<file path="config.mk">
export PLATFORM = sky130hd
export DESIGN_NAME = keypad_scanner
export DESIGN_NICKNAME = d
export VERILOG_FILES = /design/src/rtl/keypad_scanner.sv
export SDC_FILE = /design/constraint.sdc
export NUM_CORES = 1
export LEC_CHECK = 0
export BUFFER_PORTS_ARGS = -buffer_cell sky130_fd_sc_hd__buf_2
export CELL_PAD_IN_SITES_DETAIL_PLACEMENT = 1
export CELL_PAD_IN_SITES_GLOBAL_PLACEMENT = 2
export CORE_ASPECT_RATIO = 1.5
export CORE_MARGIN = 10
export CORE_UTILIZATION = 36
export CTS_BUF_LIST = sky130_fd_sc_hd__clkbuf_8 sky130_fd_sc_hd__clkbuf_16
export CTS_CLUSTER_DIAMETER = 40
export DETAILED_ROUTE_END_ITERATION = 8
export PLACE_DENSITY = 0.91
export SYNTH_ARGS = -nofsm -noshare
export SYNTH_HDL_FRONTEND = slang
export SYNTH_SLANG_ARGS = --single-unit
</file>
<file path="constraint.sdc">
create_clock -name clk -period 3.5 [get_ports clk]
set_input_delay 0.35 -clock clk [delete_from_list [all_inputs] [get_ports clk]]
set_output_delay 0.35 -clock clk [all_outputs]
set_load 0.02 [all_outputs]
</file>
<file path="src/rtl/keypad_scanner.sv">
// 4x4 matrix keypad scanner: drives one active-low column per scan tick,
// synchronizes the active-low row lines, debounces presses and releases,
// and reports each accepted key once as {row, col} with a one-clk pulse.
module keypad_scanner #(
  parameter int unsigned DEBOUNCE_SCANS = 3
) (
  input  logic       clk,
  input  logic       reset,
  input  logic       ENA,
  input  logic [3:0] rows_in,
  output logic [3:0] col_drive,
  output logic [3:0] key_code,
  output logic       key_valid,
  output logic       key_held
);

  typedef enum logic [1:0] {
    SCAN     = 2'd0,
    DEBOUNCE = 2'd1,
    HELD     = 2'd2,
    RELEASE  = 2'd3
  } state_t;

  localparam logic [3:0] DS_L = 4'(DEBOUNCE_SCANS);

  state_t     state_q, state_d;
  logic [3:0] rows_meta_q, rows_s_q;
  logic [1:0] col_idx_q, col_idx_d;
  logic [3:0] cnt_q, cnt_d;
  logic [3:0] cand_q, cand_d;
  logic [3:0] key_code_q, key_code_d;
  logic       key_valid_q, key_valid_d;
  logic       cand_row_low;
  logic [3:0] cnt_inc;

  // Saturating increment so a long stable input never wraps the counter.
  function automatic logic [3:0] sat_inc(input logic [3:0] v);
    return (v == 4'hF) ? v : v + 4'd1;
  endfunction

  // Lowest-numbered active-low row wins when several rows are pulled low.
  function automatic logic [1:0] lowest_row(input logic [3:0] rows);
    if (!rows[0])      return 2'd0;
    else if (!rows[1]) return 2'd1;
    else if (!rows[2]) return 2'd2;
    else               return 2'd3;
  endfunction

  assign cand_row_low = ~rows_s_q[cand_q[3:2]];
  assign cnt_inc      = sat_inc(cnt_q);

  // Next-state logic: every scan/debounce action is gated by the ENA tick.
  always_comb begin
    state_d     = state_q;
    col_idx_d   = col_idx_q;
    cnt_d       = cnt_q;
    cand_d      = cand_q;
    key_code_d  = key_code_q;
    key_valid_d = 1'b0;
    if (ENA) begin
      unique case (state_q)
        SCAN: begin
          if (rows_s_q == 4'hF) begin
            col_idx_d = col_idx_q + 2'd1;
          end else begin
            cand_d = {lowest_row(rows_s_q), col_idx_q};
            cnt_d  = 4'd1;
            if (DS_L == 4'd1) begin
              state_d     = HELD;
              key_code_d  = {lowest_row(rows_s_q), col_idx_q};
              key_valid_d = 1'b1;
            end else begin
              state_d = DEBOUNCE;
            end
          end
        end
        DEBOUNCE: begin
          if (cand_row_low) begin
            cnt_d = cnt_inc;
            if (cnt_inc == DS_L) begin
              state_d     = HELD;
              key_code_d  = cand_q;
              key_valid_d = 1'b1;
            end
          end else begin
            cnt_d     = 4'd0;
            state_d   = SCAN;
            col_idx_d = col_idx_q + 2'd1;
          end
        end
        HELD: begin
          // Only the candidate row matters; other rows in this column are ignored.
          if (!cand_row_low) begin
            cnt_d = 4'd1;
            if (DS_L == 4'd1) begin
              state_d   = SCAN;
              col_idx_d = col_idx_q + 2'd1;
              cnt_d     = 4'd0;
            end else begin
              state_d = RELEASE;
            end
          end
        end
        RELEASE: begin
          if (!cand_row_low) begin
            cnt_d = cnt_inc;
            if (cnt_inc == DS_L) begin
              state_d   = SCAN;
              col_idx_d = col_idx_q + 2'd1;
              cnt_d     = 4'd0;
            end
          end else begin
            // Release bounce: key is still down, no new report.
            state_d = HELD;
            cnt_d   = 4'd0;
          end
        end
        default: state_d = SCAN;
      endcase
    end
  end

  // State, synchronizer and output registers with synchronous active-low reset.
  always_ff @(posedge clk) begin
    if (!reset) begin
      state_q     <= SCAN;
      rows_meta_q <= 4'hF;
      rows_s_q    <= 4'hF;
      col_idx_q   <= 2'd0;
      cnt_q       <= 4'd0;
      cand_q      <= 4'd0;
      key_code_q  <= 4'h0;
      key_valid_q <= 1'b0;
    end else begin
      rows_meta_q <= rows_in;
      rows_s_q    <= rows_meta_q;
      state_q     <= state_d;
      col_idx_q   <= col_idx_d;
      cnt_q       <= cnt_d;
      cand_q      <= cand_d;
      key_code_q  <= key_code_d;
      key_valid_q <= key_valid_d;
    end
  end

  assign col_drive = ~(4'b0001 << col_idx_q);
  assign key_code  = key_code_q;
  assign key_valid = key_valid_q;
  assign key_held  = (state_q == HELD) || (state_q == RELEASE);

endmodule
</file>
After elaboration in Yosys (flattened, before gate mapping)
Index checks and enable logic that the tools add are counted.
{"block": "classes", "shift": 1, "n_addsub": 2, "n_bitwise": 6, "n_reduce_logical": 9, "n_mux": 25, "order_cmp": 1, "eq_ne": 14}
{"op": "2-to-1 mux 2 bit", "count": 12}
{"op": "2-to-1 mux 4 bit", "count": 6}
{"op": "case mux 4 bit (4 select lines)", "count": 1}
{"op": "inequality test 2 bit, second input constant", "count": 6}
{"op": "== test 4 bit, second input constant", "count": 2}
{"op": "case mux 2 bit (4 select lines)", "count": 1}
{"op": "inequality test 3 bit, second input constant", "count": 2}
{"op": "case mux 2 bit (3 select lines)", "count": 1}
{"op": "AND reduction 3 bit", "count": 2}
{"op": "AND reduction 6 bit", "count": 1}
{"op": "NOT 1 bit", "count": 5}
{"op": "AND reduction 5 bit", "count": 1}
{"op": "adder 4 x 1 -> 4 bit, second input constant", "count": 1}
{"op": "== test 2 bit, second input constant", "count": 2}
{"op": "== test 4 x 2 -> 1 bit, second input constant", "count": 1}
{"op": "NOT 4 bit", "count": 1}
{"op": "AND reduction 4 bit", "count": 1}
{"op": "OR reduction 4 bit", "count": 1}
{"op": "<< shifter 1 x 2 -> 4 bit, first input constant", "count": 1}
{"op": "less-than comparator 2 x 3 -> 1 bit, second input constant", "count": 1}
{"op": "2-to-1 mux 1 bit", "count": 3}
{"op": "nonzero test 3 bit", "count": 1}
{"op": "adder 2 x 1 -> 2 bit, second input constant", "count": 1}
{"op": "binary-select mux 1 bit (select 2 bit)", "count": 1}
{"op": "3 further kinds", "count": 3}
{"block": "totals", "inputBits": 7, "register_bits": 25, "wordCells": 66, "output_inout_bits": 10}

Depth between registers and ports, before layout
{"block": "depth", "depth_word": 6, "mapped_depth": 5, "mapped_depth_nobuf": 5}

Least setup slack after synthesis
Ideal clock, no wire load.
{"block": "synth_timing", "path_type": "flip-flop to flip-flop", "startpoint": "reg cnt_q[0]", "endpoint": "reg key_code_q[0], in the netlist key_code[0]", "path_slack_ps": 1634, "synth_period_minus_slack_ps": 1866, "t_arrival_ps": 1738, "setup_time_ps": 128, "required_ps": 3372, "path_stages_with_launch": 6, "path_buffers": 0, "cell_sequence": "dfxtp_1 ha_1 or3b_2 nor4_4 mux2i_1 nor2_1"}
{"block": "synth_via", "elab_chain_len": 4, "elab_cells_between_ends": 5, "classes_between": "1 x add/sub; 2 x eq/ne; 1 x mux; 1 x reduce/logical"}
{"item": "from (decl)", "line_no": "29", "rtl": "logic [3:0] cnt_q, cnt_d;"}
{"item": "from (signal assigned)", "line_no": "139", "rtl": "cnt_q <= cnt_d;"}
{"item": "adder 4 x 1 -> 4 bit / == test 4 bit (equally long branches)", "line_no": "38", "rtl": "return (v == 4'hF) ? v : v + 4'd1;"}
{"item": "2-to-1 mux 4 bit (*)", "line_no": "38"}
{"item": "== test 4 x 2 -> 1 bit (*)", "line_no": "80", "rtl": "if (cnt_inc == DS_L) begin"}
{"item": "AND reduction 4 bit (no source line) (*)"}
{"item": "to (signal assigned)", "line_no": "141", "rtl": "key_code_q <= key_code_d;"}
{"item": "to (decl)", "line_no": "31", "rtl": "logic [3:0] key_code_q, key_code_d;"}
Every way passes the cells marked *; elsewhere a longest branch is shown, timed or not.
A chain may end at the register's enable or synchronous reset.

Worst setup path after layout
Ends and elaborated chain as after synthesis.

==> results.md <==
* Final Hold Viols at 0
* Register bit total from synthesis at 25
* WP buf/inv at 0
* Starting Density at 37.8%
* Post-synthesis sequential area ratio at 41.9%
* Post-route ant nets at 0
* CTS max path bufs at 2
* Outcome: finished clean
* Post-synthesis simple-gate area fraction at 20.0%
* Reg2Reg Setup Slack at 1.40 ns
* EDFF count, synth at 0
* Final Max Tran Viols at 0
* # DRC at 0
* Max_cap viols at 0
* IO Count at 17
* Final worst-path cycle share at 60.1%
* Routability cong. at 0.836
* CTS Buf Count at 3
* H-tree Lvls at 1
* Via/cell ratio at 5.07
* Syn Area/Cell at 9.25 µm²
* Mux share of post-synthesis cell area at 11.2%
* Synth Area in Compound Gates at 13.8%
* Worst Setup End Kind: flip-flop
* Top cell family by delay on the critical path: simple AND/OR/NAND/NOR gates
* Synth warn at 0
* Slew HR at 64.8%
* Worst hold margin at 0.257 ns
* Die Height at 90.5 µm
* Cell Area, Synth at 0.00119 mm²
* Clk Latency, worst-skew pair at 0.26 ns
* Adder-cell share of the synthesized area at 5.24%
* Final min period at 2.10 ns
* Multi-input logic area at 618 µm²
* Setup_tns at 0 ns
* Fillers at 379
* Row count at 25
* CP Data Required Time at 3.64 ns
* CP max stage cell: or3b_2
* Fraction of synthesized cell area in xor and xnor cells at 1.47%
* Worst EP arrival at 2.24 ns
* Clock Skew at 0.00629 ns
* Worst vdd ir at 0.233 mV
* CTS resizes at 0
* Share of cells above drive strength 1 at 19.0%
* Clock-pin slew on the worst setup and hold paths at 0.09 ns
* Setup crit start kind: flip-flop
* # hold bufs at CTS at 0
* Nets@finish at 155
* Avg WL per Cell at 13.9 µm
* Remaining global-route overflow at 0
* Root buffer cell: clkbuf_8
* First-pass iteration count of the detailed router at 4
* Total track usage at 8.67%
* DRT iter0 DRCs at 36
* Post CTS Setup Buffer Count at 0
* Async SR Flop Fraction at 0%
* Storage element area at 500 µm²
* Setup CP Type: reg -> reg
* Worst path cell trace: ha_1 > or3b_2 > nor4_4 > mux2i_1 > nor2_1
* Total number of vias at 923
* Cell leakage power at 0.568 nW
* Die Wd at 67.0 µm
* Syn-to-layout area delta at 11.9%
* Final setup vio count at 0
* CTS tree: done
* Total Routed Length at 2.53 mm
* Vias in the first global route at 944
* Largest family of logic cells by synthesized area: simple AND/OR/NAND/NOR gates
* Power per cell area at 412 mW/mm²
* Diodes inserted at 0
* Least-Margin Pin Slew at 0.523 ns
* Slowest stage delay, CP at 0.49 ns
* Clock Sinks at 25
* Hold WC Path Type: in -> reg
* Highest clock rate at 0.476 GHz
* Syn Nets at 141
* Initial antenna violation count at 0
* # port buffers at 16
* Core area at 0.00316 mm²
* Largest net degree at the start of global routing at 17
* First-pass GRT wire length at 4.39 mm
* RSZ-0062 raised after global routing: false
* Top FF cell, synth: dfxtp_1
* Final HPWL DP at 1.96 mm
* Die ar. at 0.00607 mm²
* Worst-path fanout max at 7
* Post-Synthesis Cells at 129
* Yosys cell types at 39
-- sequential cells by signal (all words and copies together) (netlist names), named ones only --
signal / flops
key_valid: 1
state_q: 1
rows_meta_q: 4
rows_s_q: 4
cand_q: 4
key_code: 4
cnt_q: 4
col_idx_q: 2
-- report_power, final --
part	internal, mW	switching (mW)	total [mW]
Clock	0.0795	0.0905	0.170
Sequential	0.296	0.0114	0.307
Combinational	0.0307	0.0431	0.0738
Total	0.406	0.145	0.551
-- path summary, 6_finish.rpt --
path | start | endpoint | cells past startpoint
worst max-delay path | cnt_q[0]$_SDFFE_PN0P_ | key_code[0]$_SDFFE_PN0P_ | 5
worst min-delay path | rows_in[3] | rows_meta_q[3]$_SDFF_PN1_ | 2
worst max register to register | cnt_q[0]$_SDFFE_PN0P_ | key_code[0]$_SDFFE_PN0P_ | 5
worst min register to register | rows_meta_q[0]$_SDFF_PN1_ | rows_s_q[0]$_SDFF_PN1_ | 1
-- cell type report --
class | instances | share of cell area (%)
Multi-Input combinational cell | 86 | 46.3
Sequential cell | 25 | 37.5
Clock buffer | 3 | 3.09
Clock inverter | 1 | 0.375
Tap cell | 40 | 3.75
Timing Repair Buffer | 16 | 5.99
Inverter | 11 | 3.09
-- placed cells by master (no fill, tap or decap), types with 2 or more instances in the layout --
cell type / n
nand2_1: 10
a211oi_1: 3
clkbuf_8: 3
buf_2: 16
a21oi_1: 4
mux2i_1: 10
ha_1: 5
dfxtp_1: 25
o211a_1: 2
nand3_1: 3
nand2b_1: 9
nor2_1: 11
inv_1: 11
o21ai_0: 5
-- synth_stat cells, types with 2 or more instances --
cell      number  area share, %
a211oi_1       3            1.9
a21oi_1        4            1.7
clkbuf_1       5            1.6
dfxtp_1       25             42
ha_1           5            5.2
inv_1         11            3.5
mux2i_1       10            8.4
nand2_1       10            3.1
nand2b_1       9            4.7
nand3_1        3            1.3
nor2_1        11            3.5
o211a_1        2            1.7
o21ai_0        5            2.1
-- metal layers --
layer	part of all wire (%)	GRT usage [%]	up-vias
met5	0	0	-
met4	1.2	2.23	0
met3	4.2	2.73	4
met2	49	14.4	17
met1	46	10.2	437
li1	-	-	465
-- cells by family after synthesis --
group           after synthesis
flops                        25
simple gates                 43
mux                          12
xor+xnor                      2
buf+inv                      18
compound gates               24
fa+ha+maj                     5
-- stage by stage --
stage	util, %	total power [mW]	instances	instance area [µm²]	setup slack [ns]
floorplan	-	0.367	129	1190	1.63
global placement	40.8	0.386	178	1290	1.46
detailed placement	40.8	0.388	178	1290	1.40
CTS	42.3	0.558	182	1340	1.39
global route	42.3	0.576	182	1340	1.28
finish	42.3	0.551	182	1340	1.40
Note: power is estimated with default switching activity, not from simulation.
